--- src/rtl/mips_encode.sv ---
// Converts ALU-level operation requests into 32-bit MIPS R/I-type instruction words.
// Encoded words go into a first-word-fall-through FIFO. Unencodable requests are flagged and counted.
module mips_encode #(
    parameter int DEPTH = 4,
    parameter int ERRW  = 8
) (
    input  logic                     clock,
    input  logic                     reset,
    input  logic                     in_valid,
    output logic                     in_ready,
    input  logic [2:0]               alu_op,
    input  logic                     imm_sel,
    input  logic [4:0]               rs,
    input  logic [4:0]               rt,
    input  logic [4:0]               rd,
    input  logic [15:0]              imm,
    output logic                     out_valid,
    input  logic                     out_ready,
    output logic [31:0]              out_instr,
    output logic                     except,
    output logic [ERRW-1:0]          err_count,
    output logic [$clog2(DEPTH):0]   count
);

    localparam int PW = $clog2(DEPTH);
    localparam int CW = PW + 1;

    logic [31:0]   mem_reg [DEPTH];
    logic [PW-1:0] wr_ptr_reg;
    logic [PW-1:0] rd_ptr_reg;
    logic [CW-1:0] count_reg;
    logic          except_reg;
    logic [ERRW-1:0] err_reg;

    logic [5:0]  funct;
    logic [5:0]  opcode;
    logic        r_ok;
    logic        i_ok;
    logic        enc_ok;
    logic [31:0] enc_word;

    logic accept;
    logic push;
    logic pop;

    // Each op maps to an R-type funct and, where one exists, an I-type opcode.
    always_comb begin
        funct  = 6'h00;
        opcode = 6'h00;
        r_ok   = 1'b1;
        i_ok   = 1'b1;
        case (alu_op)
            3'b010:  begin funct = 6'h20; opcode = 6'h08; end
            3'b011:  begin funct = 6'h22; i_ok = 1'b0;    end
            3'b100:  begin funct = 6'h24; opcode = 6'h0C; end
            3'b101:  begin funct = 6'h25; opcode = 6'h0D; end
            3'b110:  begin funct = 6'h27; i_ok = 1'b0;    end
            3'b111:  begin funct = 6'h26; opcode = 6'h0E; end
            default: begin r_ok = 1'b0;   i_ok = 1'b0;    end
        endcase
        enc_ok   = imm_sel ? i_ok : r_ok;
        enc_word = imm_sel ? {opcode, rs, rt, imm}
                           : {6'h00, rs, rt, rd, 5'b00000, funct};
    end

    assign in_ready  = (count_reg != CW'(DEPTH));
    assign out_valid = (count_reg != '0);
    assign accept    = in_valid & in_ready;
    assign push      = accept & enc_ok;
    assign pop       = out_valid & out_ready;

    assign out_instr = out_valid ? mem_reg[rd_ptr_reg] : 32'h0000_0000;
    assign count     = count_reg;
    assign except    = except_reg;
    assign err_count = err_reg;

    // Storage is not reset; the head is gated to zero whenever the FIFO is empty.
    generate
        for (genvar gi = 0; gi < DEPTH; gi++) begin : g_entry
            always_ff @(posedge clock) begin
                if (push && (wr_ptr_reg == PW'(gi))) begin
                    mem_reg[gi] <= enc_word;
                end
            end
        end
    endgenerate

    always_ff @(posedge clock) begin
        if (reset) begin
            wr_ptr_reg <= '0;
            rd_ptr_reg <= '0;
            count_reg  <= '0;
            except_reg <= 1'b0;
            err_reg    <= '0;
        end else begin
            if (push) begin
                wr_ptr_reg <= wr_ptr_reg + 1'b1;
            end
            if (pop) begin
                rd_ptr_reg <= rd_ptr_reg + 1'b1;
            end
            case ({push, pop})
                2'b10:   count_reg <= count_reg + 1'b1;
                2'b01:   count_reg <= count_reg - 1'b1;
                default: count_reg <= count_reg;
            endcase
            except_reg <= accept & ~enc_ok;
            if (accept && !enc_ok && !(&err_reg)) begin
                err_reg <= err_reg + 1'b1;
            end
        end
    end

endmodule

--- config.mk ---
export PLATFORM = sky130hd
export DESIGN_NAME = mips_encode
export DESIGN_NICKNAME = d
export VERILOG_FILES = /design/src/rtl/mips_encode.sv
export SDC_FILE = /design/constraint.sdc
export NUM_CORES = 1
export LEC_CHECK = 0
export ABC_CLOCK_PERIOD_IN_PS = 2200
export CAP_MARGIN = 10
export CORE_MARGIN = 2
export CORE_UTILIZATION = 40
export DETAILED_ROUTE_END_ITERATION = 16
export MAX_ROUTING_LAYER = met4
export PLACE_DENSITY = 0.71
export RECOVER_POWER = 100
export SETUP_SLACK_MARGIN = 0.15
export SLEW_MARGIN = 20
export SYNTH_ARGS = -nofsm -noshare
export SYNTH_HDL_FRONTEND = slang
export SYNTH_SLANG_ARGS = --single-unit
--- constraint.sdc ---
create_clock -name clock -period 2.2 [get_ports clock]
set_input_delay 0.33 -clock clock [delete_from_list [all_inputs] [get_ports clock]]
set_output_delay 0.33 -clock clock [all_outputs]
set_load 0.02 [all_outputs]
==> results.py <==
metrics = {
    "outcome": {
        "status": "complete, but fails checks",
        "violations": "negative setup slack",
    },
    "cts": {
        "cts.path.max_buffers": 2,
        "clock_latency_ns": 0.41,
        "cts_tree": "built",
        "cts_made_buffers": 17,
        "htreeDepth": 4,
        "clock_sinks": 138,
        "clk_transition_reported_paths_ns": 0.06,
        "cts_root_buf": "clkbuf_16",
    },
    "routing": {
        "drcViolationCount": 0,
        "wirelength_um": 10800,
        "via_count": 3195,
        "wire_per_inst_um": 16.9,
        "first_pass_iters": 5,
        "drt_iter0_drc": 165,
        "avgViaCountPerCell": 4.99,
        "final_antenna_net_count": 0,
    },
    "power": {
        "p_int_mw": 6.75,
        "p_seq_share_pct": 33.5,
        "power.density_nw_per_um2": 1220,
        "max-vdd-ir-drop_mv": 0.435,
        "clkPwrFrac_pct": 29.9,
        "netSwitchingPower_mw": 2.71,
        "power_leakage_nw": 2.68,
        "combinationalPowerShare_pct": 36.6,
        "sw_frac_of_total_pct": 28.6,
    },
    "placed_design": {
        "place.gp.congestion": 0.765,
        "dpl.cell_count": 601,
        "hpwl_um": 7030,
        "portBuffers": 82,
    },
    "final_layout": {
        "layout-drive-gt1-share_pct": 35.2,
        "final_cells": 640,
        "largest_reg_flops": 120,
        "nNetsFinal": 493,
        "n_antenna_cell": 0,
        "area.growth.synth_to_final_pct": 36.5,
        "fill_cells": 1111,
    },
    "grt": {
        "grt.total_usage_pct": 16.1,
        "antenna_found_initial": 0,
        "grt_overflow": 0,
        "grt_pass1_vias": 3355,
        "grt_pass1_wl_um": 17400,
        "grt_max_degree": 18,
    },
    "critical_path": {
        "cp_max_fo": 6,
        "critPathRequiredTime_ns": 1.87,
        "endpoint_kind": "primary output",
        "crit_chain": "buf_12, buf_16, mux4_2, and2_4, buf_6",
        "slowest_delay_ns": 0.48,
        "worst_ep_arrival_time_ns": 1.88,
        "start_kind": "flip-flop",
        "crit_slowest_cell": "mux4_2",
        "crit_type": "reg2out",
    },
    "logic_synthesis": {
        "syn_inst": 329,
        "synth_edf_count": 120,
        "yosysTopAreaCell": "edfxtp_1",
        "synthMuxAreaShare_pct": 13.7,
        "yosys.area_share.adder_pct": 1.68,
        "async_flop_share_pct": 0,
        "ys_top_cells_by_area": "edfxtp_1 (64%), mux4_2 (12%), dfxtp_1 (6.4%), and2_1 (4.6%), mux2_2 (1.4%)",
        "yosys.area_share.simple_pct": 9.20,
        "synth_top_family_by_area": "multiplexers",
        "ys.flop_type": "edfxtp_1",
        "netlist_top_cells_count": "edfxtp_1 (120), and2_1 (42), mux4_2 (30)",
        "syn_area_um2": 5660,
        "yosysMostFrequentCell": "edfxtp_1",
        "yosys.area_share.xor_xnor_pct": 0.928,
        "synth_top_area_share_pct": 63.7,
        "ys_ff_latch": 138,
        "synth_cell_type_count": 37,
        "synth_compound_area_share_pct": 2.43,
        "yosysWarnings": 0,
        "synth-seq-area-share_pct": 70.0,
        "syn_avg_cell_area_um2": 17.2,
    },
    "sta": {
        "fmax_mhz": 453,
        "fin_worst_skew_ns": 0.0108,
        "finalHoldViolations": 0,
        "slew_headroom_pct": 57.2,
        "setup_viol": 5,
        "final_max_slew_viol_count": 0,
        "setup_ws_ns": -0.00957,
        "min_period_ns": 2.21,
        "whs_ns": 0.515,
        "final.setup.tns_ns": -0.0318,
        "tightest_slew_ns": 0.642,
        "fin_crit_sh_pct": 100,
        "rsz0062_at_grt": "true",
    },
    "run": {
        "drv_cap": 0,
    },
    "floorplan": {
        "die_x_um": 123,
        "pin_count": 85,
        "rows": 43,
        "fp.dieH_um": 123,
        "initial_core_util_pct": 40.9,
        "die-area_um2": 15100,
        "core_area_um2": 13800,
    },
    "min_path": {
        "hp-class": "reg2reg",
    },
}
[path summary, 6_finish.rpt]
kind                                  start                   endpoint  slack (ns)  cells past startpoint
hold / removal    err_count[6]$_SDFFE_PP0P_  err_count[6]$_SDFFE_PP0P_        0.52                      2
setup reg to reg      count[1]$_SDFFE_PP0P_      count[2]$_SDFFE_PP0P_        0.02                      9
hold reg to reg   err_count[6]$_SDFFE_PP0P_  err_count[6]$_SDFFE_PP0P_        0.52                      2
setup / recovery                  flip-flop              out_instr[15]       -0.01                      5
[worst max-delay path: cells and delay by family, from the launching register on]
family	cells	cell delay [ns]
AND/OR/NAND/NOR	1	0.17
buffers and inverters	3	0.38
flip-flops	1	0.44
multiplexers	1	0.48
[cells by family (layout without fill, tap and decap cells)]
kind of cell | after synthesis | after routing
and+or+nand+nor | 89 | 89
xor gates and xnor gates | 6 | 6
muxes | 39 | 39
other | 1 | 2
adders and majority gates | 7 | 7
buffers and inverters | 26 | 156
AOI/OAI and AO/OA | 23 | 23
DFF | 138 | 138
[what timing repair did]
action | 4_1_cts | 5_1_grt
gates cloned | 2 | 0
setup buffers | 3 | 2
pin swaps | 9 | 10
hold endpoints to repair | 0 | 0
setup endpoints to repair | 33 | 33
hold buffers | 0 | 0
gates resized for setup | 217 | 5
[power by group through the flow]
stage / registers [mW] / clock network [mW] / logic [mW]
floorplan: 3.21 / 0 / 1.62
global placement: 3.20 / 0 / 2.95
detailed placement: 3.21 / 0 / 2.97
CTS: 3.18 / 2.88 / 3.55
global route: 3.19 / 2.99 / 3.73
finish: 3.17 / 2.83 / 3.47
[metrics by stage]
stage | setup WS, ns | cell area [µm²] | util [%] | power (mW)
after floorplan | -0.0210 | 5710 | - | 4.83
after global placement | -0.384 | 7010 | 50.7 | 6.15
after detailed placement | -0.464 | 7010 | 50.7 | 6.19
after CTS | -0.0459 | 7820 | 56.6 | 9.61
after global routing | -0.0802 | 7730 | 55.9 | 9.91
final | -0.00957 | 7730 | 55.9 | 9.46
[routing by layer]
metal | up-vias | wire [µm] | GRT usage [%]
li1 | 1515 | - | -
met1 | 1582 | 4550 | 19.3
met2 | 90 | 5580 | 26.6
met3 | 8 | 587 | 4.34
met4 | 0 | 108 | 5.39
met5 | - | 0 | -
[cell usage in the layout (no fill, tap or decap), types with 4 or more instances in the layout]
master / n
dfxtp_1: 14
o31ai_1: 4
nor2b_1: 4
edfxtp_1: 120
mux4_2: 30
mux2_1: 6
clkbuf_4: 8
inv_1: 6
and2_0: 12
buf_12: 6
clkinvlp_4: 4
nand3_1: 4
clkdlybuf4s50_1: 27
and2_4: 30
nand2_1: 7
a21oi_1: 6
ha_1: 5
o21ai_0: 7
dlygate4sd3_1: 22
buf_4: 10
clkbuf_16: 17
or3_1: 4
clkbuf_1: 5
buf_6: 31
nor2_1: 12
or4_1: 5
[area by class of cell]
| type | instances | area (µm²) | area share, % |
|---|---|---|---|
| timing repair buffer | 116 | 1210 | 15.6 |
| tap | 180 | 225 | 2.91 |
| clock buffer | 17 | 425 | 5.51 |
| inverter | 8 | 32.5 | 0.421 |
| multi-input combinational | 166 | 1690 | 21.8 |
| clock inverter | 15 | 174 | 2.25 |
| sequential | 138 | 3980 | 51.5 |
(Power assumes the default switching activity.)
